**src/rtl/frame_pkg.sv**
```systemverilog
// Shared widths and tag layout for the frame packetizer.
// Tag bits sit directly above the sample data in each FIFO word.
package frame_pkg;

    localparam int FRAME_CNT_W = 16;
    localparam int TAG_BITS    = 2;
    localparam int SOF_TAG     = 1;
    localparam int EOF_TAG     = 0;

    // Field order matches SOF_TAG/EOF_TAG: sof is the upper tag bit.
    typedef struct packed {
        logic sof;
        logic eof;
    } tag_t;

endpackage

```
**src/rtl/frame_packetizer_if.sv**
```systemverilog
// Sample stream in (strobe only) and ready/valid tagged stream out.
// master: the packetizer side; slave: the source/consumer side.
interface frame_packetizer_if #(
    parameter int BITS = 8
);
    logic            in_valid;
    logic [BITS-1:0] data_in;
    logic            m_valid;
    logic            m_ready;
    logic [BITS-1:0] m_data;
    logic            m_sof;
    logic            m_eof;

    modport master (
        input  in_valid, data_in, m_ready,
        output m_valid, m_data, m_sof, m_eof
    );

    modport slave (
        output in_valid, data_in, m_ready,
        input  m_valid, m_data, m_sof, m_eof
    );
endinterface

```
**src/rtl/sync_fifo_fwft.sv**
```systemverilog
// First-word-fall-through synchronous FIFO; dout shows the head, zero when empty.
// Latency: 1 cycle push-to-visible; full accepts a push only alongside a pop.
module sync_fifo_fwft #(
    parameter int WIDTH = 10,
    parameter int DEPTH = 4
) (
    input  logic             clk,
    input  logic             rst_n,
    input  logic             push,
    input  logic [WIDTH-1:0] din,
    output logic             full,
    input  logic             pop,
    output logic [WIDTH-1:0] dout,
    output logic             empty
);
    localparam int AW = $clog2(DEPTH);

    logic [AW:0]      r_wr_ptr;
    logic [AW:0]      r_rd_ptr;
    logic [WIDTH-1:0] r_mem [DEPTH];
    logic             w_do_push;
    logic             w_do_pop;

    // Extra pointer bit distinguishes full from empty when the indices match.
    assign full  = (r_wr_ptr[AW] != r_rd_ptr[AW]) &&
                   (r_wr_ptr[AW-1:0] == r_rd_ptr[AW-1:0]);
    assign empty = (r_wr_ptr == r_rd_ptr);

    assign w_do_pop  = pop && !empty;
    assign w_do_push = push && (!full || w_do_pop);

    assign dout = empty ? '0 : r_mem[r_rd_ptr[AW-1:0]];

    always_ff @(posedge clk or negedge rst_n) begin
        if (!rst_n) begin
            r_wr_ptr <= '0;
            r_rd_ptr <= '0;
        end else begin
            if (w_do_push) r_wr_ptr <= r_wr_ptr + 1'b1;
            if (w_do_pop)  r_rd_ptr <= r_rd_ptr + 1'b1;
        end
    end

    always_ff @(posedge clk) begin
        if (w_do_push) r_mem[r_wr_ptr[AW-1:0]] <= din;
    end

endmodule

```
**src/rtl/frame_packetizer.sv**
```systemverilog
// Slices a stall-free sample stream into N-sample frames with sof/eof tags (FRAME_GAP_EN adds idle-frame abandon).
// Latency: 1 cycle from in_valid to m_valid on an empty FIFO.
// Backpressure: input cannot stall; a sample arriving on a full FIFO with no pop is dropped and flagged.
module frame_packetizer
    import frame_pkg::*;
#(
    parameter int BITS       = 8,
    parameter int N          = 10,
    parameter int FIFO_DEPTH = 4,
    parameter int TIMEOUT    = 16
) (
    input  logic                   clk,
    input  logic                   rst_n,
    frame_packetizer_if.master     bus,
    input  logic                   clr_status,
    output logic                   overflow,
    output logic                   gap_err,
    output logic [FRAME_CNT_W-1:0] frame_count
);
    localparam int             IW       = $clog2(N);
    localparam int             FW       = BITS + TAG_BITS;
    localparam logic [IW-1:0]  LAST_IDX = IW'(N - 1);

    logic [IW-1:0]          r_idx;
    logic                   r_overflow;
    logic [FRAME_CNT_W-1:0] r_frame_count;

    tag_t                   w_tag;
    logic [FW-1:0]          w_fifo_din;
    logic [FW-1:0]          w_fifo_dout;
    logic                   w_full;
    logic                   w_empty;
    logic                   w_pop;
    logic                   w_ovf_set;
    logic                   w_eof_pop;
    logic                   w_gap_set;

    always_comb begin
        w_tag     = '0;
        w_tag.sof = (r_idx == '0);
        w_tag.eof = (r_idx == LAST_IDX);
    end

    assign w_fifo_din = {w_tag, bus.data_in};

    sync_fifo_fwft #(
        .WIDTH (FW),
        .DEPTH (FIFO_DEPTH)
    ) u_fifo (
        .clk   (clk),
        .rst_n (rst_n),
        .push  (bus.in_valid),
        .din   (w_fifo_din),
        .full  (w_full),
        .pop   (w_pop),
        .dout  (w_fifo_dout),
        .empty (w_empty)
    );

    assign bus.m_valid = !w_empty;
    assign bus.m_data  = w_fifo_dout[BITS-1:0];
    assign bus.m_sof   = w_fifo_dout[BITS + SOF_TAG];
    assign bus.m_eof   = w_fifo_dout[BITS + EOF_TAG];

    assign w_pop     = !w_empty && bus.m_ready;
    assign w_ovf_set = bus.in_valid && w_full && !w_pop;
    assign w_eof_pop = w_pop && bus.m_eof;

    // idx advances even for dropped samples so frame alignment survives overflow.
    always_ff @(posedge clk or negedge rst_n) begin
        if (!rst_n) begin
            r_idx <= '0;
        end else if (bus.in_valid) begin
            r_idx <= (r_idx == LAST_IDX) ? '0 : r_idx + 1'b1;
        end else if (w_gap_set) begin
            r_idx <= '0;
        end
    end

`ifdef FRAME_GAP_EN
    localparam int             TW       = $clog2(TIMEOUT + 1);
    localparam logic [TW-1:0]  TMO_LAST = TW'(TIMEOUT - 1);

    logic [TW-1:0] r_gap_tmr;
    logic          r_gap_err;

    assign w_gap_set = !bus.in_valid && (r_idx != '0) && (r_gap_tmr == TMO_LAST);

    always_ff @(posedge clk or negedge rst_n) begin
        if (!rst_n) begin
            r_gap_tmr <= '0;
        end else if (bus.in_valid || (r_idx == '0) || w_gap_set) begin
            r_gap_tmr <= '0;
        end else begin
            r_gap_tmr <= r_gap_tmr + 1'b1;
        end
    end

    always_ff @(posedge clk or negedge rst_n) begin
        if (!rst_n) begin
            r_gap_err <= 1'b0;
        end else if (clr_status) begin
            r_gap_err <= w_gap_set;
        end else if (w_gap_set) begin
            r_gap_err <= 1'b1;
        end
    end

    assign gap_err = r_gap_err;
`else
    // No timer: a partial frame waits indefinitely; the flag is constant 0 for any legal TIMEOUT.
    assign w_gap_set = 1'b0;
    assign gap_err   = (TIMEOUT < 0);
`endif

    // A set event in the same cycle as clr_status survives the clear.
    always_ff @(posedge clk or negedge rst_n) begin
        if (!rst_n) begin
            r_overflow    <= 1'b0;
            r_frame_count <= '0;
        end else if (clr_status) begin
            r_overflow    <= w_ovf_set;
            r_frame_count <= FRAME_CNT_W'(w_eof_pop);
        end else begin
            if (w_ovf_set) r_overflow    <= 1'b1;
            if (w_eof_pop) r_frame_count <= r_frame_count + 1'b1;
        end
    end

    assign overflow    = r_overflow;
    assign frame_count = r_frame_count;

endmodule
```
**src/flat_wrapper.sv**
```systemverilog
// flat-port wrapper written by rule: the top's interface ports become plain ports
module frame_packetizer_flat import frame_pkg::*;
#(
    parameter int BITS       = 8,
    parameter int N          = 10,
    parameter int FIFO_DEPTH = 4,
    parameter int TIMEOUT    = 16
)
  (clk, rst_n, clr_status, overflow, gap_err, frame_count, bus_in_valid, bus_data_in, bus_m_ready, bus_m_valid, bus_m_data, bus_m_sof, bus_m_eof);
  frame_packetizer_if #(.BITS(BITS)) bus_i ();
  input  logic clk;
  input  logic rst_n;
  input  logic clr_status;
  output logic overflow;
  output logic gap_err;
  output logic [FRAME_CNT_W-1:0] frame_count;
  input wire logic [$bits(bus_i.in_valid)-1:0] bus_in_valid;
  input wire logic [$bits(bus_i.data_in)-1:0] bus_data_in;
  input wire logic [$bits(bus_i.m_ready)-1:0] bus_m_ready;
  output wire logic [$bits(bus_i.m_valid)-1:0] bus_m_valid;
  output wire logic [$bits(bus_i.m_data)-1:0] bus_m_data;
  output wire logic [$bits(bus_i.m_sof)-1:0] bus_m_sof;
  output wire logic [$bits(bus_i.m_eof)-1:0] bus_m_eof;
  assign bus_i.in_valid = bus_in_valid;
  assign bus_i.data_in = bus_data_in;
  assign bus_i.m_ready = bus_m_ready;
  assign bus_m_valid = bus_i.m_valid;
  assign bus_m_data = bus_i.m_data;
  assign bus_m_sof = bus_i.m_sof;
  assign bus_m_eof = bus_i.m_eof;
  frame_packetizer #(.BITS(BITS), .N(N), .FIFO_DEPTH(FIFO_DEPTH), .TIMEOUT(TIMEOUT)) u_core (.clk(clk), .rst_n(rst_n), .bus(bus_i), .clr_status(clr_status), .overflow(overflow), .gap_err(gap_err), .frame_count(frame_count));
endmodule
```
**config.mk**
```make
export PLATFORM = sky130hd
export DESIGN_NAME = frame_packetizer_flat
export DESIGN_NICKNAME = d
export VERILOG_FILES = /design/src/rtl/frame_pkg.sv /design/src/rtl/frame_packetizer_if.sv /design/src/rtl/sync_fifo_fwft.sv /design/src/rtl/frame_packetizer.sv /design/src/flat_wrapper.sv
export SDC_FILE = /design/constraint.sdc
export NUM_CORES = 1
export LEC_CHECK = 0
export ABC_AREA = 1
export CORE_AREA = 2 2 92 67
export DETAILED_ROUTE_END_ITERATION = 10
export DIE_AREA = 0 0 94 69
export PLACE_DENSITY = 0.83
export SYNTH_ARGS = -nofsm -noshare
export SYNTH_HDL_FRONTEND = slang
export SYNTH_HIERARCHICAL = 1
export SYNTH_SLANG_ARGS = --single-unit
export TNS_END_PERCENT = 5
```
**constraint.sdc**
```tcl
create_clock -name clk -period 5.7 [get_ports clk]
set_input_delay 0.57 -clock clk [delete_from_list [all_inputs] [get_ports clk]]
set_output_delay 0.57 -clock clk [all_outputs]
set_load 0.01 [all_outputs]
```
=== Word-level counts from Yosys, hierarchy flattened ===
Memories as Yosys holds them, arrays and structs flattened.
Index checks and enable logic that the tools add are counted.

* Flip-flop bits (word level): 27
* Bits in latches: 0
* Memory bits (writable): 40
* Memory bits (read-only): 0
* Input port bits: 13
* Output and inout bits: 29
* Word-level logic and storage cells: 36
* Memories kept: 1

* Add/subtract/negate cells: 4
* Multipliers: 0
* Div/mod/pow operators: 0
* Magnitude comparators: 0
* Equality and inequality tests: 4
* Shifts and indexed selects: 0
* Multiplexer cells: 8
* Bitwise logic cells: 0
* Reductions and logical operators: 14

{| class="wikitable"
|+ Memory list
! memory !! words !! bits a word !! rd ports !! clocked after memory_dff !! wr ports !! line !! source
|-
| u_core.u_fifo.r_mem || 4 || 10 || 1 || 0 || 1 || sync_fifo_fwft.sv:20 || <nowiki>logic [WIDTH-1:0] r_mem [DEPTH];</nowiki>
|}

{| class="wikitable"
|+ Operators by type and width
! kind !! count
|-
| 16-bit two-way mux || 2
|-
| 16-bit by 1-bit adder with 16-bit output, second input constant || 1
|-
| 10-bit two-way mux || 1
|-
| 1-bit logical AND || 7
|-
| 3-bit by 1-bit adder with 3-bit output, second input constant || 2
|-
| 4-bit by 1-bit adder with 4-bit output, second input constant || 1
|-
| 4-bit equality test, second input constant || 1
|-
| 4-bit logical NOT || 1
|-
| 1-bit two-way mux || 4
|-
| 4-bit two-way mux || 1
|-
| 2-bit nonzero test || 2
|-
| 3-bit equality test || 1
|-
| 1-bit logical NOT || 3
|-
| 2-bit equality test || 1
|-
| 1-bit logical OR || 1
|-
| 1-bit != test || 1
|}

=== Logic depth before layout (Yosys ltp) ===
* Word-level depth: 8
* Mapped depth: 15

=== By module ===
Netlist, hierarchy kept.

{| class="wikitable"
|+ Modules (own cells, without submodules)
! module !! instances !! cells each !! area an instance (µm²) !! seq. area each (µm²)
|-
| sync_fifo_fwft || 1 || 187 || 2019.4 || 1351.3
|-
| frame_packetizer || 1 || 148 || 1198.6 || 525.5
|}

=== Least setup slack after synthesis ===
No wires, ideal clock.

* Path kind: register -> register
* Start point: reg u_core.u_fifo.r_wr_ptr[0]
* End point: mem u_core.u_fifo.r_mem[0][0] (enable)
* Library setup time: 0.376 ns
* Arrival time: 1.917 ns
* Required time: 5.324 ns
* Path slack: 3.407 ns
* Stages on the path, launching flop included: 14
* Path buffers: 1
* Period minus slack after synthesis: 2.293 ns
* Path through: dfrtp_1 inv_1 nand2_1 nand2_1 nand3_2 buf_6 inv_1 inv_2 nand2_1 inv_1 inv_1 nand4_2 nand2_2 nor2_1

* Longest elaborated chain between the ends: 8
* Elaborated cells between the ends (all ways): 11
* Those cells by class: eq/ne: 2; mux: 2; reduce/logical: 7

{| class="wikitable"
|+ RTL lines
! item !! line !! source
|-
| start, declared || sync_fifo_fwft.sv:18 || <nowiki>logic [AW:0] r_wr_ptr;</nowiki>
|-
| start signal, assigned || sync_fifo_fwft.sv:39 || <nowiki>if (w_do_push) r_wr_ptr <= r_wr_ptr + 1'b1;</nowiki>
|-
| 3-bit equality test || sync_fifo_fwft.sv:27 || <nowiki>assign empty = (r_wr_ptr == r_rd_ptr);</nowiki>
|-
| net u_core.w_empty || frame_packetizer.sv:32 || <nowiki>logic w_empty;</nowiki>
|-
| 1-bit logical NOT || n/a ||
|-
| net bus_m_valid || flat_wrapper.sv:20 || <nowiki>output wire logic [$bits(bus_i.m_valid)-1:0] bus_m_valid;</nowiki>
|-
| 1-bit logical AND || frame_packetizer.sv:65 || <nowiki>assign w_pop = !w_empty && bus.m_ready;</nowiki>
|-
| net u_core.w_pop || frame_packetizer.sv:33 || <nowiki>logic w_pop;</nowiki>
|-
| 1-bit logical AND || sync_fifo_fwft.sv:29 || <nowiki>assign w_do_pop = pop && !empty;</nowiki>
|-
| 1-bit logical OR || sync_fifo_fwft.sv:30 || <nowiki>assign w_do_push = push && (!full || w_do_pop);</nowiki>
|-
| 1-bit logical AND || sync_fifo_fwft.sv:30 ||
|-
| 1-bit two-way mux || sync_fifo_fwft.sv:45 || <nowiki>if (w_do_push) r_mem[r_wr_ptr[AW-1:0]] <= din;</nowiki>
|-
| 1-bit two-way mux (implied by the code) || sync_fifo_fwft.sv:45 ||
|-
| end, declared || sync_fifo_fwft.sv:20 ||
|}

The timed path passes the listed nets, and every way through them passes these cells.

=== Final worst setup path ===
* Start point: reg u_core.u_fifo.r_rd_ptr[0]
* End point: mem u_core.u_fifo.r_mem[2][8] (enable)

* Longest elaborated chain between the ends: 8
* Elaborated cells between the ends (all ways): 11
* Those cells by class: eq/ne: 2; mux: 2; reduce/logical: 7

{| class="wikitable"
|+ RTL lines
! item !! line !! source
|-
| start, declared || sync_fifo_fwft.sv:19 || <nowiki>logic [AW:0] r_rd_ptr;</nowiki>
|-
| start signal, assigned || sync_fifo_fwft.sv:40 || <nowiki>if (w_do_pop) r_rd_ptr <= r_rd_ptr + 1'b1;</nowiki>
|-
| 3-bit equality test || sync_fifo_fwft.sv:27 ||
|-
| net u_core.w_empty || frame_packetizer.sv:32 ||
|-
| 1-bit logical NOT || frame_packetizer.sv:65 ||
|-
| 1-bit logical AND || frame_packetizer.sv:65 ||
|-
| net u_core.w_pop || frame_packetizer.sv:33 ||
|-
| 1-bit logical AND || sync_fifo_fwft.sv:29 ||
|-
| 1-bit logical OR || sync_fifo_fwft.sv:30 ||
|-
| 1-bit logical AND || sync_fifo_fwft.sv:30 ||
|-
| 1-bit two-way mux || sync_fifo_fwft.sv:45 ||
|-
| 1-bit two-way mux (implied by the code) || sync_fifo_fwft.sv:45 ||
|}

The timed path passes the listed nets, and every way through them passes these cells.

==> impl_metrics.toml <==
[yosys]
syn_area_sq_mm = 0.00322
synth_cell_types = 32
synthMuxAreaShare_pct = 0
synth_ff_type = "edfxtp_1"
avgSynthCellArea_sq_um = 9.61
ys.warnings.count = 6
synth_compound_area_share_pct = 7.39
synth-simple-area-share_pct = 23.4
synthXorXnorAreaFrac_pct = 2.14
syn-num-nets = 354
synthAdderAreaFrac_pct = 2.33
synth_top_family_by_area = "simple AND/OR/NAND/NOR gates"
async_reset_ff_share_pct = 40.3
synth-edff-count = 40
ys_seq_area_share_pct = 58.3
yosys_register_bits = 67
synth_cells = 335

[critical_path]
end_kind = "register"
cpPeakStageDelay_ns = 0.78
cp-start-kind = "register"
path_buf_inv = 5
crit_slowest_cell = "dfrtp_1"
path_class = "reg -> reg"
required_ns = 5.66
startpoint = "u_core/u_fifo/r_rd_ptr[0]$_DFFE_PN0P_"
arrival_ns = 3.32
cp_max_fo = 24
cp_top_family = "simple AND/OR/NAND/NOR gates"
rr_startpoint = "u_core/u_fifo/r_rd_ptr[0]$_DFFE_PN0P_"
crit_path_cell_trace = "inv_2 > nand2_1 > nand2_1 > nand3_2 > inv_1 > inv_2 > nand2_1 > inv_1 > inv_1 > nand4_2 > nand2_2 > nor2_1"

[global_routing]
grt_max_degree = 28
grt.overflow.total = 0
grt_use_total_pct = 24.3
grt_pass1_wl_microns = 11800
antenna_found_initial = 0
grt_pass1_vias = 2318

[clock_network]
cts_buffers = 9
cts.clk_slew.worst_paths_ns = 0.07
cts_hold_buf = 0
post_cts_buffers = 0
clk_latency_ns = 0.33
cts.sinks = 67
clockRootBuffer = "clkbuf_8"
cts_buffer_depth = 2
h-tree-depth = 3
cts_resized = 0
cts_tree = "built"

[layout]
area_delta_synth_final_pct = 20.8
layout_commonest_cell = "nor2_1"
final_cell_mix = "nor2_1 (62), nand2_1 (59), clkdlybuf4s50_1 (40), edfxtp_1 (40), inv_1 (35)"
layout.nets = 397
drive_gt1_share_pct = 11.5
diodes = 0
final_core_util_pct = 69.3
finalInstanceArea_sq_mm = 0.00389

[detailed_routing]
drc = 0
via_count = 2436
routedWlPerCell_microns = 15.5
first_pass_iters = 5
drtIter0Drc = 173
routed_via_density = 5.32
wl_microns = 7120
route.antenna.remaining_nets = 0

[timing]
final_hold_viol_count = 0
skew_ns = 0.00997
fin_ws_ns = 2.33
fmaxAchievable_mhz = 297
slew_headroom_pct = 45.1
fin_crit_ns = 3.37
setup_viol = 0
tns_ns = 0
report.final.slew_viol_count = 0
tightest_slew_ns = 0.820
rsz0062_at_grt = "no"
fin_crit_sh_pct = 59.1

[die]
dieWidth_microns = 94
placement_rows = 23
ios = 42
fp.dieArea_sq_mm = 0.00649
core-area_sq_mm = 0.00561
dieHeight_microns = 69
start_util_pct = 57.3

[placement]
hpwl_microns = 5120
portBuffers = 40
post-place-ws_ns = 2.40
place_area_sq_mm = 0.00366
gp_congestion = 0.944

[pwr]
power_mw = 1.85
p_leak_nw = 1.63
ir_drop_mv = 0.251
powerDensity_mw_per_mm2 = 476

[outcome]
status = "finished, final reports clean"

[hold_path]
min_path_type = "reg -> reg"
hold_start = "u_core/overflow$_DFFE_PN0P_"

[flow_run]
drv_cap = 0
==> worst register-to-register path: stages (launching register included) <==
cell	delay [ns]
dfrtp_1	0.78
inv_2	0.30
nand2_1	0.14
nand2_1	0.11
nand3_2	0.27
inv_1	0.09
inv_2	0.09
nand2_1	0.07
inv_1	0.14
inv_1	0.08
nand4_2	0.13
nand2_2	0.13
nor2_1	0.66
==> final timing paths <==
path,depth (start not counted),slack [ns],to
max,12,2.33,u_core/u_fifo/r_mem[2][8]$_DFFE_PP_
min,1,0.54,u_core/overflow$_DFFE_PN0P_
max reg2reg,12,2.33,u_core/u_fifo/r_mem[2][8]$_DFFE_PP_
min reg2reg,1,0.54,u_core/overflow$_DFFE_PN0P_
max in group asynchronous,2,4.82,u_core/r_idx[0]$_DFFE_PN0P_
min in group asynchronous,2,0.61,u_core/frame_count[2]$_DFFE_PN0P_
==> cell usage after synthesis (all sizes together), types with 2 or more instances <==
| cell | instances | area (sq um) |
|---|---|---|
| nor2 | 70 | 298 |
| nand2 | 67 | 287 |
| edfxtp | 40 | 1200 |
| inv | 39 | 146 |
| o21ai | 36 | 180 |
| dfrtp | 27 | 676 |
| nand3 | 18 | 118 |
| buf | 6 | 43.8 |
| ha | 6 | 75.1 |
| a21oi | 5 | 25.0 |
| xor2 | 5 | 43.8 |
| nand4 | 4 | 31.3 |
| clkbuf | 3 | 11.3 |
| nor3b | 2 | 15.0 |
| o21bai | 2 | 22.5 |
| xnor2 | 2 | 25.0 |
==> per-stage QoR <==
stage | cells | hold WS [ns]
floorplan | 335 | 0.274
global placement | 442 | 0.507
detailed placement | 442 | 0.515
CTS | 458 | 0.531
global route | 458 | 0.546
finish | 458 | 0.538
==> registers in the layout (all words and copies together), names as in the netlist <==
signal,count
u_core/u_fifo/r_mem,40
u_core/frame_count,16
u_core/u_fifo/r_rd_ptr,3
u_core/overflow,1
u_core/r_idx,4
u_core/u_fifo/r_wr_ptr,3
==> cell families (layout without fill, tap and decap cells) <==
family          after synthesis  in the layout
fa+ha+maj                     6              6
compound gates               44             44
simple gates                162            162
buf+inv                      48             96
flops                        67             67
other cells                   1              1
xor+xnor                      7              7
==> layer usage <==
| layer | track usage, % | wire, microns | part of all wire (%) |
|---|---|---|---|
| met4 | 7.89 | 84 | 1.2 |
| met5 | 0 | 0 | 0 |
| met1 | 35.4 | 3090 | 43 |
| met2 | 34.0 | 3230 | 45 |
| met3 | 8.63 | 710 | 10 |
==> final cells by class <==
cell class / count / area, sq um
tap: 75 / 93.8
multi-input combinational: 220 / 1140
clock inverter: 3 / 42.5
timing repair buffer: 41 / 408
clock buffer: 13 / 180
inverter: 39 / 146
sequential: 67 / 1880
fill: 414 / 1720
==> where the power goes <==
| group | switching, mW | total [mW] | internal [mW] |
|---|---|---|---|
| Sequential | 0.108 | 0.734 | 0.627 |
| Combinational | 0.404 | 0.698 | 0.294 |
| Clock | 0.167 | 0.418 | 0.252 |
| Total | 0.679 | 1.85 | 1.17 |
No activity file was read; power rests on OpenSTA's default activity.
